### src/rtl/vga_capture_pkg.sv
// Shared constants, PMOD pin map and lock-FSM state type for the VGA PMOD capture block.
package vga_capture_pkg;

  localparam int VGA_H_ACTIVE_START  = 144;
  localparam int VGA_H_DISPLAY       = 640;
  localparam int VGA_H_TOTAL         = 800;
  localparam int VGA_V_ACTIVE_START  = 35;
  localparam int VGA_V_DISPLAY       = 480;
  localparam int VGA_V_TOTAL         = 525;
  localparam bit VGA_SYNC_ACTIVE_LOW = 1'b1;

  localparam int PMOD_B0    = 0;
  localparam int PMOD_G0    = 1;
  localparam int PMOD_R0    = 2;
  localparam int PMOD_VSYNC = 3;
  localparam int PMOD_B1    = 4;
  localparam int PMOD_G1    = 5;
  localparam int PMOD_R1    = 6;
  localparam int PMOD_HSYNC = 7;

  localparam logic [10:0] HCOUNT_MAX = 11'd2047;
  localparam logic [9:0]  VCOUNT_MAX = 10'd1023;
  localparam logic [15:0] CRC_INIT   = 16'hFFFF;

  typedef enum logic [1:0] {
    SEARCH  = 2'd0,
    ACQUIRE = 2'd1,
    LOCKED  = 2'd2
  } capture_state_t;

  // Colour word ordering as seen by downstream consumers of pix_rgb.
  function automatic logic [5:0] pmod_rgb(input logic [7:0] b);
    return {b[PMOD_B0], b[PMOD_B1], b[PMOD_G0], b[PMOD_G1], b[PMOD_R0], b[PMOD_R1]};
  endfunction

endpackage

### src/rtl/crc16_step6.sv
// One-cycle CRC-16-CCITT (poly 0x1021) update absorbing 6 data bits, MSB first.
module crc16_step6 (
  input  logic [15:0] crc,
  input  logic [5:0]  data,
  output logic [15:0] crc_next
);

  logic [15:0] c;

  always_comb begin
    c = crc;
    for (int i = 5; i >= 0; i--) begin
      if (c[15] ^ data[i]) c = {c[14:0], 1'b0} ^ 16'h1021;
      else                 c = {c[14:0], 1'b0};
    end
    crc_next = c;
  end

endmodule

### src/rtl/vga_pmod_capture.sv
// Receive-side VGA PMOD monitor: sync recovery, pixel coordinates, timing lock FSM, frame signature.
// Define VGA_CAPTURE_CRC_EN to build the per-frame CRC; otherwise frame_crc is tied to 0.
module vga_pmod_capture
  import vga_capture_pkg::*;
#(
  parameter int H_ACTIVE_START  = VGA_H_ACTIVE_START,
  parameter int H_DISPLAY       = VGA_H_DISPLAY,
  parameter int H_TOTAL         = VGA_H_TOTAL,
  parameter int V_ACTIVE_START  = VGA_V_ACTIVE_START,
  parameter int V_DISPLAY       = VGA_V_DISPLAY,
  parameter int V_TOTAL         = VGA_V_TOTAL,
  parameter bit SYNC_ACTIVE_LOW = VGA_SYNC_ACTIVE_LOW
) (
  input  logic        clk,
  input  logic        rst_n,
  input  logic [7:0]  pmod_in,
  output logic [9:0]  pix_x,
  output logic [9:0]  pix_y,
  output logic [5:0]  pix_rgb,
  output logic        pix_valid,
  output logic        frame_done,
  output logic [10:0] h_period,
  output logic [9:0]  lines_per_frame,
  output logic [15:0] frame_crc,
  output logic        locked
);

  localparam logic [10:0] H_START = 11'(H_ACTIVE_START);
  localparam logic [10:0] H_END   = 11'(H_ACTIVE_START + H_DISPLAY);
  localparam logic [10:0] H_TOT   = 11'(H_TOTAL);
  localparam logic [9:0]  V_START = 10'(V_ACTIVE_START);
  localparam logic [9:0]  V_END   = 10'(V_ACTIVE_START + V_DISPLAY);
  localparam logic [9:0]  V_TOT   = 10'(V_TOTAL);

  logic [7:0]     s1;
  logic           hs_prev_raw, vs_prev_raw;
  logic           hs_act, vs_act, hs_prev_act, vs_prev_act;
  logic           h_edge, v_edge;
  logic [10:0]    hcount, h_inc, h_next;
  logic [9:0]     vcount, v_inc, v_next, lpf_next;
  logic [5:0]     rgb_s1;
  logic           visible, h_sat, line_bad, frame_bad, frame_good;
  capture_state_t state;

  // Raw pin history is kept (not the "active" flag) so all-zero reset state never fakes an edge.
  assign hs_act      = s1[PMOD_HSYNC] ^ SYNC_ACTIVE_LOW;
  assign vs_act      = s1[PMOD_VSYNC] ^ SYNC_ACTIVE_LOW;
  assign hs_prev_act = hs_prev_raw ^ SYNC_ACTIVE_LOW;
  assign vs_prev_act = vs_prev_raw ^ SYNC_ACTIVE_LOW;
  assign h_edge      = hs_act & ~hs_prev_act;
  assign v_edge      = vs_act & ~vs_prev_act;
  assign rgb_s1      = pmod_rgb(s1);

  assign h_inc    = (hcount == HCOUNT_MAX) ? HCOUNT_MAX : hcount + 11'd1;
  assign v_inc    = (vcount == VCOUNT_MAX) ? VCOUNT_MAX : vcount + 10'd1;
  assign h_next   = h_edge ? 11'd0 : h_inc;
  assign lpf_next = h_edge ? v_inc : vcount;

  always_comb begin
    v_next = vcount;
    if (v_edge)      v_next = h_edge ? 10'd1 : 10'd0;
    else if (h_edge) v_next = v_inc;
  end

  assign visible    = (h_next >= H_START) && (h_next < H_END) &&
                      (v_next >= V_START) && (v_next < V_END);
  assign h_sat      = (h_next == HCOUNT_MAX);
  assign line_bad   = h_edge && (h_inc != H_TOT);
  assign frame_good = !(frame_bad || line_bad) && (lpf_next == V_TOT);

  always_ff @(posedge clk or negedge rst_n) begin
    if (!rst_n) begin
      s1          <= '0;
      hs_prev_raw <= 1'b0;
      vs_prev_raw <= 1'b0;
      hcount      <= '0;
      vcount      <= '0;
      h_period    <= '0;
    end else begin
      s1          <= pmod_in;
      hs_prev_raw <= s1[PMOD_HSYNC];
      vs_prev_raw <= s1[PMOD_VSYNC];
      hcount      <= h_next;
      vcount      <= v_next;
      if (h_edge) h_period <= h_inc;
    end
  end

  always_ff @(posedge clk or negedge rst_n) begin
    if (!rst_n) begin
      pix_x     <= '0;
      pix_y     <= '0;
      pix_rgb   <= '0;
      pix_valid <= 1'b0;
    end else begin
      pix_valid <= visible && (state != SEARCH);
      if (visible) begin
        pix_x   <= 10'(h_next - H_START);
        pix_y   <= v_next - V_START;
        pix_rgb <= rgb_s1;
      end
    end
  end

  // Lock FSM; losing hsync entirely (hcount saturation) overrides any vsync decision.
  always_ff @(posedge clk or negedge rst_n) begin
    if (!rst_n) begin
      state           <= SEARCH;
      locked          <= 1'b0;
      frame_done      <= 1'b0;
      lines_per_frame <= '0;
      frame_bad       <= 1'b0;
    end else begin
      frame_done <= v_edge;
      if (v_edge) begin
        lines_per_frame <= lpf_next;
        frame_bad       <= 1'b0;
      end else if (line_bad) begin
        frame_bad <= 1'b1;
      end
      case (state)
        SEARCH:  if (v_edge) state <= ACQUIRE;
        ACQUIRE: if (v_edge && frame_good) begin
          state  <= LOCKED;
          locked <= 1'b1;
        end
        LOCKED:  if (v_edge && !frame_good) begin
          state  <= ACQUIRE;
          locked <= 1'b0;
        end
        default: begin
          state  <= SEARCH;
          locked <= 1'b0;
        end
      endcase
      if (h_sat) begin
        state  <= SEARCH;
        locked <= 1'b0;
      end
    end
  end

`ifdef VGA_CAPTURE_CRC_EN
  logic [15:0] crc_run, crc_step;

  crc16_step6 u_crc (
    .crc      (crc_run),
    .data     (rgb_s1),
    .crc_next (crc_step)
  );

  // Reset value 0 (not CRC_INIT) so nothing gathered before the first vsync edge counts.
  always_ff @(posedge clk or negedge rst_n) begin
    if (!rst_n) begin
      crc_run   <= '0;
      frame_crc <= '0;
    end else if (v_edge) begin
      frame_crc <= crc_run;
      crc_run   <= CRC_INIT;
    end else if (visible && (state != SEARCH)) begin
      crc_run <= crc_step;
    end
  end
`else
  assign frame_crc = '0;
`endif

endmodule

### config.mk
export PLATFORM = sky130hd
export DESIGN_NAME = vga_pmod_capture
export DESIGN_NICKNAME = d
export VERILOG_FILES = /design/src/rtl/vga_capture_pkg.sv /design/src/rtl/crc16_step6.sv /design/src/rtl/vga_pmod_capture.sv
export SDC_FILE = /design/constraint.sdc
export NUM_CORES = 1
export LEC_CHECK = 0
export ABC_CLOCK_PERIOD_IN_PS = 4500
export BUFFER_PORTS_ARGS = -buffer_cell sky130_fd_sc_hd__buf_4
export CAP_MARGIN = 25
export CORE_UTILIZATION = 55
export CTS_BUF_LIST = sky130_fd_sc_hd__clkbuf_4
export CTS_CLUSTER_DIAMETER = 50
export DETAILED_ROUTE_END_ITERATION = 7
export PLACE_DENSITY = 0.75
export SKIP_LAST_GASP = 1
export SLEW_MARGIN = 0
export SYNTH_ARGS = -nofsm -noshare
export SYNTH_HDL_FRONTEND = slang
export SYNTH_HIERARCHICAL = 1
export SYNTH_SLANG_ARGS = --single-unit
### constraint.sdc
create_clock -name clk -period 4.5 [get_ports clk]
set_input_delay 0.225 -clock clk [delete_from_list [all_inputs] [get_ports clk]]
set_output_delay 0.225 -clock clk [all_outputs]
set_load 0.05 [all_outputs]
* Yosys cells after proc, flatten, opt, wreduce, memory -nomap -nowiden
Index checks and enable logic that the tools add are counted.
** Operators by class
- $add $sub $neg :: 4
- Order comparisons :: 4
- Equal/unequal tests :: 11
- Muxes and demuxes :: 17
- Bitwise gates (word level) :: 4
- Reduce and logical (&&, ||, !) cells :: 16
** Operators by type and width (count)
- 10-bit two-way mux :: 3
- 11-bit equality test (second input constant) :: 2
- 11-bit two-way mux :: 2
- 10-bit equality test (second input constant) :: 2
- 11-bit by 1-bit adder with 11-bit output (second input constant) :: 1
- 11-bit by 8-bit greater-or-equal comparator with 1-bit output (second input constant) :: 1
- 11-bit by 10-bit less-than comparator with 1-bit output (second input constant) :: 1
- 11-bit by 10-bit != test with 1-bit output (second input constant) :: 1
- 10-bit by 1-bit adder with 10-bit output (second input constant) :: 1
- 10-bit by 6-bit greater-or-equal comparator with 1-bit output (second input constant) :: 1
- 10-bit less-than comparator (second input constant) :: 1
- 10-bit by 6-bit subtractor with 10-bit output (second input constant) :: 1
- 10-bit by 8-bit subtractor with 10-bit output (second input constant) :: 1
- 3-bit != test (second input constant) :: 3
- 1-bit logical AND :: 8
- 2-bit two-way mux :: 4
- 1-bit two-way mux :: 6
- 2-bit one-hot mux with 3 select lines :: 1
- 3-bit AND reduction :: 2
- 2-bit nonzero test :: 2
- 1-bit one-hot mux with 3 select lines :: 1
- 1-bit AND :: 2
- 2-bit by 1-bit equality test with 1-bit output (second input constant) :: 1
- 2-bit equality test (second input constant) :: 1
- 5 further kinds :: 7
** Storage, ports and cells
- Register bits after elaboration :: 84
- Output and inout bits :: 66

* Depth between registers and ports, before layout
- Depth in word-level cells :: 12
- Gate-level depth with buffers :: 14

* Worst setup path after synthesis
No wires, ideal clock.
- Path type :: register -> register
- Start :: reg s1[3]
- End :: reg pix_rgb[5]
- Library setup time :: 125 ps
- Arrival time :: 3040 ps
- Data required time :: 4375 ps
- Slack :: 1335 ps
- Cell stages (with the launch flop) :: 14
- Path buffers :: 4
- Cell sequence :: dfrtp_1 -> nand2b_1 -> clkbuf_1 -> inv_1 -> clkbuf_1 -> clkbuf_1 -> nor2_1 -> ha_1 -> a31oi_1 -> a311oi_4 -> o2111ai_1 -> o2bb2ai_4 -> buf_6 -> mux2_4
** Between the ends
- Cells in the longest elaborated chain, start to end :: 6
- Elaborated cells between the ends (all ways) :: 7
- Classes of those cells :: order compare: 2; mux: 1; bitwise: 2; reduce/logical: 2
** Ends and longest elaborated chain
- from (decl) :: line vga_pmod_capture.sv:35 : logic [7:0] s1;
- from (signal assigned) :: line vga_pmod_capture.sv:80 : s1 <= pmod_in;
- 1-bit inverter (no source line) (*)
- 1-bit AND (*) :: line vga_pmod_capture.sv:51 : assign v_edge = vs_act & ~vs_prev_act;
- named net v_edge :: line vga_pmod_capture.sv:38 : logic h_edge, v_edge;
- 10-bit two-way mux (*) :: line vga_pmod_capture.sv:61 : if (v_edge) v_next = h_edge ? 10'd1 : 10'd0;
- named net v_next[1] :: line vga_pmod_capture.sv:40 : logic [9:0] vcount, v_inc, v_next, lpf_next;
- 10-bit by 6-bit greater-or-equal comparator with 1-bit output :: line vga_pmod_capture.sv:66 : (v_next >= V_START) && (v_next < V_END);
- 1-bit logical AND :: line vga_pmod_capture.sv:65 : assign visible = (h_next >= H_START) && (h_next < H_END) &&
- 1-bit logical AND (*) :: line vga_pmod_capture.sv:66
- to (signal assigned) :: line vga_pmod_capture.sv:100 : pix_rgb <= rgb_s1;
- to (decl) :: line vga_pmod_capture.sv:19 : output logic [5:0] pix_rgb,
The timed path passes the listed nets; every way through them passes the cells marked *.
A chain may end at the register's enable or synchronous reset.

* Final worst setup path
- Start :: reg vcount[0]
- End :: reg pix_x[3]
** Between the ends
- Cells in the longest elaborated chain, start to end :: 7
- Elaborated cells between the ends (all ways) :: 9
- Classes of those cells :: add/sub: 1; order compare: 2; eq/ne: 1; mux: 3; reduce/logical: 2
** Ends and longest elaborated chain
- from (decl) :: line vga_pmod_capture.sv:40
- from (signal assigned) :: line vga_pmod_capture.sv:84 : vcount <= v_next;
- 10-bit by 1-bit adder with 10-bit output or 10-bit equality test (tied branches) :: line vga_pmod_capture.sv:55 : assign v_inc = (vcount == VCOUNT_MAX) ? VCOUNT_MAX : vcount + 10'd1;
- 10-bit two-way mux :: line vga_pmod_capture.sv:55
- 10-bit two-way mux (*) :: line vga_pmod_capture.sv:62 : else if (h_edge) v_next = v_inc;
- 10-bit two-way mux (*) :: line vga_pmod_capture.sv:61
- named net v_next[0] :: line vga_pmod_capture.sv:40
- 10-bit by 6-bit greater-or-equal comparator with 1-bit output :: line vga_pmod_capture.sv:66
- 1-bit logical AND :: line vga_pmod_capture.sv:65
- 1-bit logical AND (*) :: line vga_pmod_capture.sv:66
- to (signal assigned) :: line vga_pmod_capture.sv:98 : pix_x <= 10'(h_next - H_START);
- to (decl) :: line vga_pmod_capture.sv:17 : output logic [9:0] pix_x,
Marked as above.

==> run_results.csv <==
group,metric,value,unit
worst_setup_path,slowest_stage,"dfrtp_1",
logic_synthesis,synth-edff-count,0,
route,totalWireLength,9340,um
die,die_w,90.6,um
cts,cts_sinks,84,
worst_setup_path,ff2ff_path_depth,12,
die,die_h,90.6,um
logic_synthesis,synthCells,411,
logic_synthesis,synthArstFlopShare,100,%
timing,worstMarginPinSlew,0.854,ns
route,drc,0,
route,routed.top_layer,"met4",
cts,clockBufferDepth,2,
placement,gp_congestion,0.927,
placement,io_buffer_count,59,
placement,placed_cells,553,
power,power_density,324,nW/um^2
route,ant_nets,0,
cts,htree_levels,3,
die,io-pin-count,76,
job,drv_cap,0,
route,dr.pass1.iters,4,
worst_setup_path,cp_num_buf_inv,1,
final_layout,multi_input_area,2000,um^2
timing,fmax,277,MHz
route,routedWlPerCell,16.1,um
cts,numCtsBuffers,9,
final_layout,final_nets,492,
global_route,grt_use_total,24.4,%
worst_setup_path,cp_top_family,"compound AO/OA/AOI/OAI gates",
timing,final_hold_viol_count,0,
timing,relSlewSlack,42.2,%
timing,setup-violations-final,0,
logic_synthesis,synth_cell_types,59,
worst_setup_path,worstPathArrival,3.94,ns
logic_synthesis,avgSynthCellArea,10.5,um^2
worst_setup_path,worst_r2r_startpoint,"vcount[0]$_DFF_PN0_",
cts,clk_latency,0.43,ns
cts,clkTransAtPathRegs,0.14,ns
logic_synthesis,ys_seq_area_share,48.7,%
logic_synthesis,dominantRegCellSynth,"dfrtp_1",
global_route,grt_pass1_vias,3193,
logic_synthesis,yosysWarnings,6,
final_layout,num_antenna_cells,0,
route,drt_first_iter_violations,189,
final_layout,n_fill_cell,599,
outcome,status,"finished, final reports clean",
die,die-area,8200,um^2
final_layout,syn2layout_area_growth,16.3,%
route,wl_met3,436,um
final_layout,final_cells,580,
route,vias,3313,
worst_setup_path,critPathRequiredTime,4.82,ns
die,coreArea,7410,um^2
worst_setup_path,cp_slowest_stage_delay,0.47,ns
global_route,antenna_found_initial,0,
timing,fin_crit_sh,80.3,%
global_route,grt-ovfl-total,0,
worst_setup_path,path_max_fanout,22,
route,wl_met2,4550,um
logic_synthesis,netlist_area,4310,um^2
timing,fin_skew,0.0150,ns
final_layout,drive_above_1_share,24.3,%
global_route,grt_pass1_wl,15900,um
cts,post_cts_buffers,0,
global_route,grt_max_degree,85,
timing,holdWs,0.300,ns
min_path,hold_class,"in -> async",
worst_setup_path,startpoint,"vcount[0]$_DFF_PN0_",
worst_setup_path,path_cells,"ha_1, nand2_1, o311ai_0, o21ai_0, o21ai_0, ha_1, a31oi_1, a311oi_4, o2111ai_1, o2bb2ai_4, buf_12, mux2_4",
placement,dpl.hpwl,6390,um
final_layout,final_util,67.7,%
route,vias_per_cell,5.71,
final_layout,seqCellArea,2100,um^2
timing,finalMaxSlewViolations,0,
route,met1_length,4220,um
worst_setup_path,cp-end-kind,"flip-flop",
die,initial_core_util,58.2,%
power,leakagePower,2.48,nW
timing,min_period,3.61,ns
die,rows,31,
worst_setup_path,r2r_slack,0.89,ns
worst_setup_path,path_class,"reg -> reg",
worst_setup_path,start_kind,"flip-flop",
cts,root_buffer,"clkbuf_4",
timing,rsz0062_at_grt,"no",
power,p_total,1.62,mW
worst_setup_path,rr_endpoint,"pix_x[3]$_DFFE_PN0P_",
cts,cts_tree,"built",
logic_synthesis,ys_ff_latch,84,
timing,setup-tns-final,0,ns
power,irDropWorstVdd,0.000235,V
cell usage in the layout, fill, tap and decap left out, types with 5 or more instances in the layout:
cell type,n
dfrtp_1,84
buf_4,63
nand2_1,39
o21ai_0,34
nor2_1,31
conb_1,16
mux2_4,15
a21oi_1,13
inv_1,12
nand3_1,12
clkbuf_4,10
mux2_2,9
dlygate4sd3_1,9
and3_1,8
mux2i_1,8
xnor2_1,8
and2_1,6
xor2_1,6
ha_1,6
a31oi_1,5
nand4_1,5
cell type report:
cell class                      instances  area share [%]
Clock buffer                           10            1.50
Sequential cell                        84            41.9
Tap cell                               99            2.47
Inverter                               12           0.898
Multi-Input combinational cell        295            39.9
Clock inverter                          6            1.27
Timing Repair Buffer                   74            12.0
metrics by stage:
step                cell area [um^2]  setup slack (ns)
finish                          5010             0.885
global placement                4750             0.895
detailed placement              4750             0.865
CTS                             4970             0.804
global route                    5010             0.493
floorplan                       4370              1.33
kinds of logic (layout without fill, tap and decap cells):
family / Yosys count / after routing / synth area share [%]
other: 1 / 16 / 0.0869
and+or+nand+nor: 136 / 136 / 16.3
xor gates and xnor gates: 15 / 15 / 3.22
muxes: 32 / 32 / 9.43
DFF: 84 / 84 / 48.7
AOI/OAI and AO/OA: 90 / 90 / 14.3
adders and majority gates: 6 / 6 / 1.74
buffers and inverters: 47 / 102 / 6.15
what timing repair did:
item / 4_1_cts / 5_1_grt
hold buffers: 9 / 0
gates resized for setup: 0 / 0
endpoints found under the hold margin: 14 / 0
layer usage:
layer / GRT usage (%) / vias to the layer above
li1: - / 1568
met3: 3.96 / 14
met5: 0 / -
met4: 8.20 / 0
met1: 34.4 / 1616
met2: 38.5 / 115
worst reg2reg max path, delay by kind of cell (launching register included):
family / cells / cell delay (ns)
fa+ha+maj: 2 / 0.64
flops: 1 / 0.47
compound gates: 7 / 1.77
simple gates: 1 / 0.11
mux: 1 / 0.31
buf+inv: 1 / 0.21
worst max-delay path by stage:
stage / cells past startpoint / end
after global placement: 10 / pix_rgb[2]$_DFFE_PN0P_
after floorplan: 13 / pix_rgb[5]$_DFFE_PN0P_
after detailed placement: 11 / pix_y[3]$_DFFE_PN0P_
after CTS: 11 / pix_x[3]$_DFFE_PN0P_
final: 12 / pix_x[3]$_DFFE_PN0P_
after global routing: 12 / pix_x[3]$_DFFE_PN0P_
power by group:
part	total [mW]	internal, mW	switching, mW
Sequential	0.842	0.797	0.0453
Clock	0.440	0.176	0.264
Combinational	0.343	0.109	0.234
synth_stat cells (4+ instances only):
cell / count / share of area, %
a211oi_1: 4 / 0.70
a21o_1: 4 / 0.70
a21oi_1: 13 / 1.5
a31oi_1: 5 / 0.73
a41oi_1: 4 / 0.81
and2_1: 6 / 0.87
and3_1: 8 / 1.2
buf_4: 19 / 3.3
clkbuf_1: 12 / 1.0
dfrtp_1: 84 / 49
ha_1: 6 / 1.7
inv_1: 12 / 1.0
mux2_2: 9 / 2.3
mux2_4: 15 / 5.2
mux2i_1: 8 / 1.9
nand2_1: 39 / 3.4
nand2b_1: 4 / 0.58
nand3_1: 12 / 1.4
nand4_1: 5 / 0.73
nor2_1: 31 / 2.7
nor4_1: 4 / 0.58
o21ai_0: 34 / 3.9
o22ai_1: 4 / 0.58
xnor2_1: 8 / 1.6
xor2_1: 6 / 1.2
flip-flops by register name, indices dropped and copies added (netlist names):
register / count
hs_prev_raw: 1
lines_per_frame: 10
frame_bad: 1
pix_y: 10
vcount: 10
frame_done: 1
hcount: 11
pix_valid: 1
state: 2
h_period: 11
vs_prev_raw: 1
pix_rgb: 6
pix_x: 10
s1: 8
locked: 1
(Power assumes the default switching activity.)
